<file path="src/rtl/multicycle_control.sv">
// Multicycle MIPS control sequencer: Moore FSM driving datapath enables
// and selects, with memory wait tracking, timeout fault and retire count.
// Ports:
//   clk, reset_n (sync, active-low)
//   instruction, alu_zero, mem_ready
//   pc_write, pc_src, iord, mem_read, mem_write, ir_write
//   reg_write, reg_dst, write_reg31, mem_to_reg, link
//   alu_src_a, alu_src_b, alu_op, ext_op
//   illegal_instr, instr_done, fault, retired
module multicycle_control #(
   parameter int MEM_TIMEOUT = 255,
   parameter int WAIT_W      = 8
) (
   input  logic        clk,
   input  logic        reset_n,
   input  logic [31:0] instruction,
   input  logic        alu_zero,
   input  logic        mem_ready,
   output logic        pc_write,
   output logic [1:0]  pc_src,
   output logic        iord,
   output logic        mem_read,
   output logic        mem_write,
   output logic        ir_write,
   output logic        reg_write,
   output logic        reg_dst,
   output logic        write_reg31,
   output logic        mem_to_reg,
   output logic        link,
   output logic        alu_src_a,
   output logic [1:0]  alu_src_b,
   output logic [2:0]  alu_op,
   output logic        ext_op,
   output logic        illegal_instr,
   output logic        instr_done,
   output logic        fault,
   output logic [31:0] retired
);

   localparam logic [5:0] OPCODE_RTYPE = 6'h00;
   localparam logic [5:0] OPCODE_J     = 6'h02;
   localparam logic [5:0] OPCODE_JAL   = 6'h03;
   localparam logic [5:0] OPCODE_BEQ   = 6'h04;
   localparam logic [5:0] OPCODE_BNE   = 6'h05;
   localparam logic [5:0] OPCODE_ADDI  = 6'h08;
   localparam logic [5:0] OPCODE_ANDI  = 6'h0C;
   localparam logic [5:0] OPCODE_ORI   = 6'h0D;
   localparam logic [5:0] OPCODE_LW    = 6'h23;
   localparam logic [5:0] OPCODE_SW    = 6'h2B;

   localparam logic [5:0] FUNC_SLL = 6'h00;
   localparam logic [5:0] FUNC_SRL = 6'h02;
   localparam logic [5:0] FUNC_JR  = 6'h08;
   localparam logic [5:0] FUNC_ADD = 6'h20;
   localparam logic [5:0] FUNC_SUB = 6'h22;
   localparam logic [5:0] FUNC_AND = 6'h24;
   localparam logic [5:0] FUNC_OR  = 6'h25;
   localparam logic [5:0] FUNC_NOR = 6'h27;

   localparam logic [2:0] OP_ADD = 3'd0;
   localparam logic [2:0] OP_SUB = 3'd1;
   localparam logic [2:0] OP_AND = 3'd2;
   localparam logic [2:0] OP_OR  = 3'd3;
   localparam logic [2:0] OP_NOR = 3'd4;
   localparam logic [2:0] OP_SLL = 3'd5;
   localparam logic [2:0] OP_SRL = 3'd6;

   localparam logic [WAIT_W-1:0] TMO_LAST = WAIT_W'(MEM_TIMEOUT - 1);

   typedef enum logic [3:0] {
      S_FETCH, S_DECODE, S_MEMADDR, S_MEMREAD, S_MEMWB,
      S_MEMWRITE, S_EXEC, S_ALUWB, S_IMMEXEC, S_IMMWB,
      S_BRANCH, S_JUMP, S_FAULT
   } state_t;

   state_t            state, state_next;
   logic [WAIT_W-1:0] wait_cnt;
   logic [31:0]       retired_q;

   logic [5:0] opcode, func;
   assign opcode = instruction[31:26];
   assign func   = instruction[5:0];

   logic op_rtype, r_alu, r_jr;
   logic is_ldst, is_imm, is_br, is_jmp;
   assign op_rtype = (opcode == OPCODE_RTYPE);
   assign r_alu = op_rtype &&
                  (func == FUNC_ADD || func == FUNC_SUB ||
                   func == FUNC_AND || func == FUNC_OR  ||
                   func == FUNC_NOR || func == FUNC_SLL ||
                   func == FUNC_SRL);
   assign r_jr    = op_rtype && (func == FUNC_JR);
   assign is_ldst = (opcode == OPCODE_LW) || (opcode == OPCODE_SW);
   assign is_imm  = (opcode == OPCODE_ADDI) ||
                    (opcode == OPCODE_ANDI) ||
                    (opcode == OPCODE_ORI);
   assign is_br   = (opcode == OPCODE_BEQ) || (opcode == OPCODE_BNE);
   assign is_jmp  = (opcode == OPCODE_J) || (opcode == OPCODE_JAL) || r_jr;

   logic in_mem, timeout;
   assign in_mem = (state == S_FETCH) || (state == S_MEMREAD) ||
                   (state == S_MEMWRITE);
   // mem_ready in the last allowed cycle still completes normally
   assign timeout = (MEM_TIMEOUT != 0) && (wait_cnt == TMO_LAST) &&
                    !mem_ready;

   function automatic logic [2:0] alu_from_func(input logic [5:0] f);
      unique case (f)
         FUNC_SUB: return OP_SUB;
         FUNC_AND: return OP_AND;
         FUNC_OR:  return OP_OR;
         FUNC_NOR: return OP_NOR;
         FUNC_SLL: return OP_SLL;
         FUNC_SRL: return OP_SRL;
         default:  return OP_ADD;
      endcase
   endfunction

   always_ff @(posedge clk) begin
      if (!reset_n) begin
         state     <= S_FETCH;
         wait_cnt  <= '0;
         retired_q <= '0;
      end else begin
         state <= state_next;
         if (state_next != state)
            wait_cnt <= '0;
         else if (in_mem && !mem_ready)
            wait_cnt <= wait_cnt + 1'b1;
         if (instr_done)
            retired_q <= retired_q + 32'd1;
      end
   end

   always_comb begin
      state_next = state;
      unique case (state)
         S_FETCH:
            if (mem_ready)    state_next = S_DECODE;
            else if (timeout) state_next = S_FAULT;
         S_DECODE:
            unique case (1'b1)
               is_ldst: state_next = S_MEMADDR;
               r_alu:   state_next = S_EXEC;
               is_jmp:  state_next = S_JUMP;
               is_imm:  state_next = S_IMMEXEC;
               is_br:   state_next = S_BRANCH;
               default: state_next = S_FETCH;
            endcase
         S_MEMADDR:
            state_next = (opcode == OPCODE_LW) ? S_MEMREAD : S_MEMWRITE;
         S_MEMREAD:
            if (mem_ready)    state_next = S_MEMWB;
            else if (timeout) state_next = S_FAULT;
         S_MEMWRITE:
            if (mem_ready)    state_next = S_FETCH;
            else if (timeout) state_next = S_FAULT;
         S_EXEC:    state_next = S_ALUWB;
         S_IMMEXEC: state_next = S_IMMWB;
         S_MEMWB, S_ALUWB, S_IMMWB, S_BRANCH, S_JUMP:
            state_next = S_FETCH;
         S_FAULT:   state_next = S_FAULT;
         default:   state_next = S_FETCH;
      endcase
   end

   always_comb begin
      pc_write      = 1'b0;
      pc_src        = 2'b00;
      iord          = 1'b0;
      mem_read      = 1'b0;
      mem_write     = 1'b0;
      ir_write      = 1'b0;
      reg_write     = 1'b0;
      reg_dst       = 1'b0;
      write_reg31   = 1'b0;
      mem_to_reg    = 1'b0;
      link          = 1'b0;
      alu_src_a     = 1'b0;
      alu_src_b     = 2'b00;
      alu_op        = 3'd0;
      ext_op        = 1'b0;
      illegal_instr = 1'b0;
      instr_done    = 1'b0;
      fault         = 1'b0;
      if (reset_n) begin
         alu_op = OP_ADD;
         unique case (state)
            S_FETCH: begin
               mem_read  = 1'b1;
               alu_src_b = 2'b01;
               ir_write  = mem_ready;
               pc_write  = mem_ready;
            end
            S_DECODE: begin
               alu_src_b = 2'b11;
               ext_op    = 1'b1;
               if (!(is_ldst || r_alu || is_jmp || is_imm || is_br)) begin
                  illegal_instr = 1'b1;
                  instr_done    = 1'b1;
               end
            end
            S_MEMADDR: begin
               alu_src_a = 1'b1;
               alu_src_b = 2'b10;
               ext_op    = 1'b1;
            end
            S_MEMREAD: begin
               iord     = 1'b1;
               mem_read = 1'b1;
            end
            S_MEMWB: begin
               reg_write  = 1'b1;
               reg_dst    = 1'b1;
               mem_to_reg = 1'b1;
               instr_done = 1'b1;
            end
            S_MEMWRITE: begin
               iord       = 1'b1;
               mem_write  = 1'b1;
               instr_done = mem_ready;
            end
            S_EXEC: begin
               alu_src_a = 1'b1;
               alu_op    = alu_from_func(func);
            end
            S_ALUWB: begin
               reg_write  = 1'b1;
               instr_done = 1'b1;
            end
            S_IMMEXEC: begin
               alu_src_a = 1'b1;
               alu_src_b = 2'b10;
               unique case (1'b1)
                  (opcode == OPCODE_ANDI): alu_op = OP_AND;
                  (opcode == OPCODE_ORI):  alu_op = OP_OR;
                  default:                 ext_op = 1'b1;
               endcase
            end
            S_IMMWB: begin
               reg_write  = 1'b1;
               reg_dst    = 1'b1;
               instr_done = 1'b1;
            end
            S_BRANCH: begin
               alu_src_a  = 1'b1;
               alu_op     = OP_SUB;
               pc_src     = 2'b01;
               pc_write   = (opcode == OPCODE_BNE) ? !alu_zero : alu_zero;
               instr_done = 1'b1;
            end
            S_JUMP: begin
               pc_write   = 1'b1;
               instr_done = 1'b1;
               pc_src     = r_jr ? 2'b11 : 2'b10;
               if (opcode == OPCODE_JAL) begin
                  reg_write   = 1'b1;
                  write_reg31 = 1'b1;
                  link        = 1'b1;
               end
            end
            S_FAULT: begin
               alu_op = 3'd0;
               fault  = 1'b1;
            end
            default: ;
         endcase
      end
   end

   assign retired = reset_n ? retired_q : 32'd0;

endmodule

</file>
<file path="config.mk">
export PLATFORM = sky130hd
export DESIGN_NAME = multicycle_control
export DESIGN_NICKNAME = d
export VERILOG_FILES = /design/src/rtl/multicycle_control.sv
export SDC_FILE = /design/constraint.sdc
export NUM_CORES = 1
export LEC_CHECK = 0
export CAP_MARGIN = 0
export CELL_PAD_IN_SITES_DETAIL_PLACEMENT = 0
export CELL_PAD_IN_SITES_GLOBAL_PLACEMENT = 1
export CORE_ASPECT_RATIO = 2
export CORE_MARGIN = 2
export CORE_UTILIZATION = 34
export CTS_CLUSTER_DIAMETER = 30
export DETAILED_ROUTE_END_ITERATION = 16
export PLACE_DENSITY_LB_ADDON = 0.1
export SETUP_SLACK_MARGIN = 0.2
export SLEW_MARGIN = 15
export SYNTH_ARGS = -nofsm -noshare
export SYNTH_HDL_FRONTEND = slang
export SYNTH_SLANG_ARGS = --single-unit
</file>
<file path="constraint.sdc">
create_clock -name clk -period 2.7 [get_ports clk]
set_input_delay 0.27 -clock clk [delete_from_list [all_inputs] [get_ports clk]]
set_output_delay 0.27 -clock clk [all_outputs]
set_load 0.01 [all_outputs]
</file>
==> flow_summary.json <==
{
  "synthToLayoutAreaGrowth_pct": 45.5,
  "syn_area_um2": 3120,
  "ir_drop_mv": 0.550,
  "syn-num-nets": 456,
  "fillCellCount": 890,
  "worst_pin_slew_ns": 0.534,
  "ios": 90,
  "synth_common_cells": "dfxtp_1 (44), nor2_1 (40), and2_1 (38)",
  "regArea_um2": 887,
  "synthCells": 417,
  "final_core_util": 0.508,
  "p_total_mw": 1.71,
  "ys_async_sr_fraction": 0,
  "max-clock-path-buffers": 2,
  "viasPerCell": 5.61,
  "synthDistinctLibCells": 57,
  "outcome": "finished, final reports clean",
  "synth_top_area_cell": "dfxtp_1",
  "critPathKind": "in2out",
  "grt-ovfl-total": 0,
  "synth_top_area_share": 0.282,
  "multi_input_comb_area_um2": 2200,
  "clock_latency_ns": 0.29,
  "synth_seq_cells": 44,
  "startpoint_type": "input pin",
  "grt_max_degree": 34,
  "crit_fanout": 3,
  "hold_depth": 2,
  "period_share": 0.904,
  "synth_area_leaders": "dfxtp_1 (28%), and2_1 (7.6%), nor2_1 (4.8%), a21oi_1 (4.3%), mux2_2 (4.3%)",
  "start_util": 0.349,
  "slew_viol_final": 0,
  "ys_warn_count": 0,
  "io_buffers": 69,
  "total_leakage_power_nw": 1.77,
  "synth-main-ff-cell": "dfxtp_1",
  "totalWireLength_um": 10500,
  "synth_edf_count": 0,
  "maxSlewHeadroom": 0.643,
  "max-cap-violations": 0,
  "antenna_found_initial": 0,
  "r2r_cells": 6,
  "vias": 3471,
  "rsz0062_at_grt": "true",
  "first_global_vias": 3599,
  "fin_setup_tns_ns": 0,
  "drt-pass1-iter-count": 4,
  "clkTransAtPathRegs_ns": 0.07,
  "hold_class": "reg2reg",
  "coreArea_um2": 8950,
  "die_x_um": 71.8,
  "synth_seq_area_share": 0.282,
  "powerDensity_nw_per_um2": 377,
  "wl_per_cell_um": 17.0,
  "drive_gt1_frac": 0.203,
  "fin_skew_ns": 0.00528,
  "cts_max_level": 2,
  "drc_errors": 0,
  "yosysMostFrequentCell": "dfxtp_1",
  "cts_hold_buf": 0,
  "max_freq_mhz": 410,
  "clock-sinks": 44,
  "rows": 49,
  "min_period_ns": 2.44,
  "cts_root_buf": "clkbuf_16",
  "setup_violations": 0,
  "setup.worst_path.end_class": "primary output",
  "grt_pass1_wl_um": 16900,
  "place_area_um2": 4180,
  "syn_area_per_cell_um2": 7.49,
  "hold_viol": 0,
  "initialDrtViolationCount": 192,
  "ant_nets": 0,
  "cts_tree": "yes",
  "stdcell_area_um2": 4540,
  "nNetsFinal": 555,
  "worstPathArrival_ns": 2.17,
  "gp_congestion": 0.954,
  "dieArea_um2": 10000,
  "hpwlAfterDp_um": 7960,
  "cp.required_ns": 2.43,
  "track_usage": 0.211,
  "antenna_cells": 0,
  "cts_buffers": 5,
  "fp.dieH_um": 140
}
[kinds of logic (layout without fill, tap and decap cells)]
kind of cell	Yosys count	after routing	synth area share
compound gates	84	84	0.171
buf+inv	42	142	0.0625
flops	44	44	0.282
mux	13	13	0.0465
simple gates	220	220	0.395
fa+ha+maj	3	3	0.0120
xor+xnor	11	11	0.0309
[worst paths after layout]
path,from,endpoint,slack (ns)
worst max-delay path,instruction[1],pc_src[0],0.26
worst min-delay path,retired_q[20],retired_q[20],0.50
worst max register to register,retired_q[15],retired_q[31],0.32
worst min register to register,retired_q[20],retired_q[20],0.50
[timing repair]
action | CTS | global route
gates resized for setup | 18 | 29
buffers inserted | 0 | 2
pin swaps | 2 | 1
setup endpoints to repair | 12 | 20
[stage by stage]
step,hold WS [ns],std cells,setup WS (ns)
after floorplan,0.462,417,0.623
after global placement,0.478,609,-0.261
after detailed placement,0.494,609,-0.244
after CTS,0.505,617,0.130
after global routing,0.544,619,0.164
final,0.504,619,0.260
[power breakdown]
part / leakage (nW) / switching, mW / total [mW] / internal [mW]
logic: 1.33 / 0.176 / 0.316 / 0.140
clock network: 0.0871 / 0.266 / 0.730 / 0.464
registers: 0.357 / 0.0110 / 0.667 / 0.656
total: 1.77 / 0.453 / 1.71 / 1.26
[placed cells by master (no fill, tap or decap), types with 13 or more instances in the layout]
cell type,instances
a21oi_1,26
dfxtp_1,41
o21ai_0,18
buf_4,53
and2_1,38
nor2_1,37
clkdlybuf4s50_1,57
nand3_1,20
nand2_1,23
nor3_1,13
or3_1,13
[worst max-delay path, stage by stage]
cell             delay (ns)
clkdlybuf4s50_1        0.45
nor4_2                 0.37
buf_4                  0.18
nand2_1                0.04
o21ai_0                0.13
and4_1                 0.20
clkdlybuf4s50_1        0.53
[flip-flops by register name (all words and copies together) (netlist names)]
signal	cells
retired_q	32
wait_cnt	8
state	4
[layer usage]
metal	global-route usage	up-vias	share of wire
met1	0.199	1650	0.35
met5	0	-	0
met2	0.408	83	0.56
met4	0.132	0	0.056
met3	0.0246	33	0.031
li1	-	1705	-
[final cells by class]
class                      count  share of cell area
timing repair buffer         124               0.245
clock buffer                   6              0.0306
multi-input combinational    331               0.484
inverter                      10             0.00909
sequential                    44               0.195
clock inverter                 2             0.00854
tap                          102              0.0281
No activity file was read; power rests on OpenSTA's default activity.
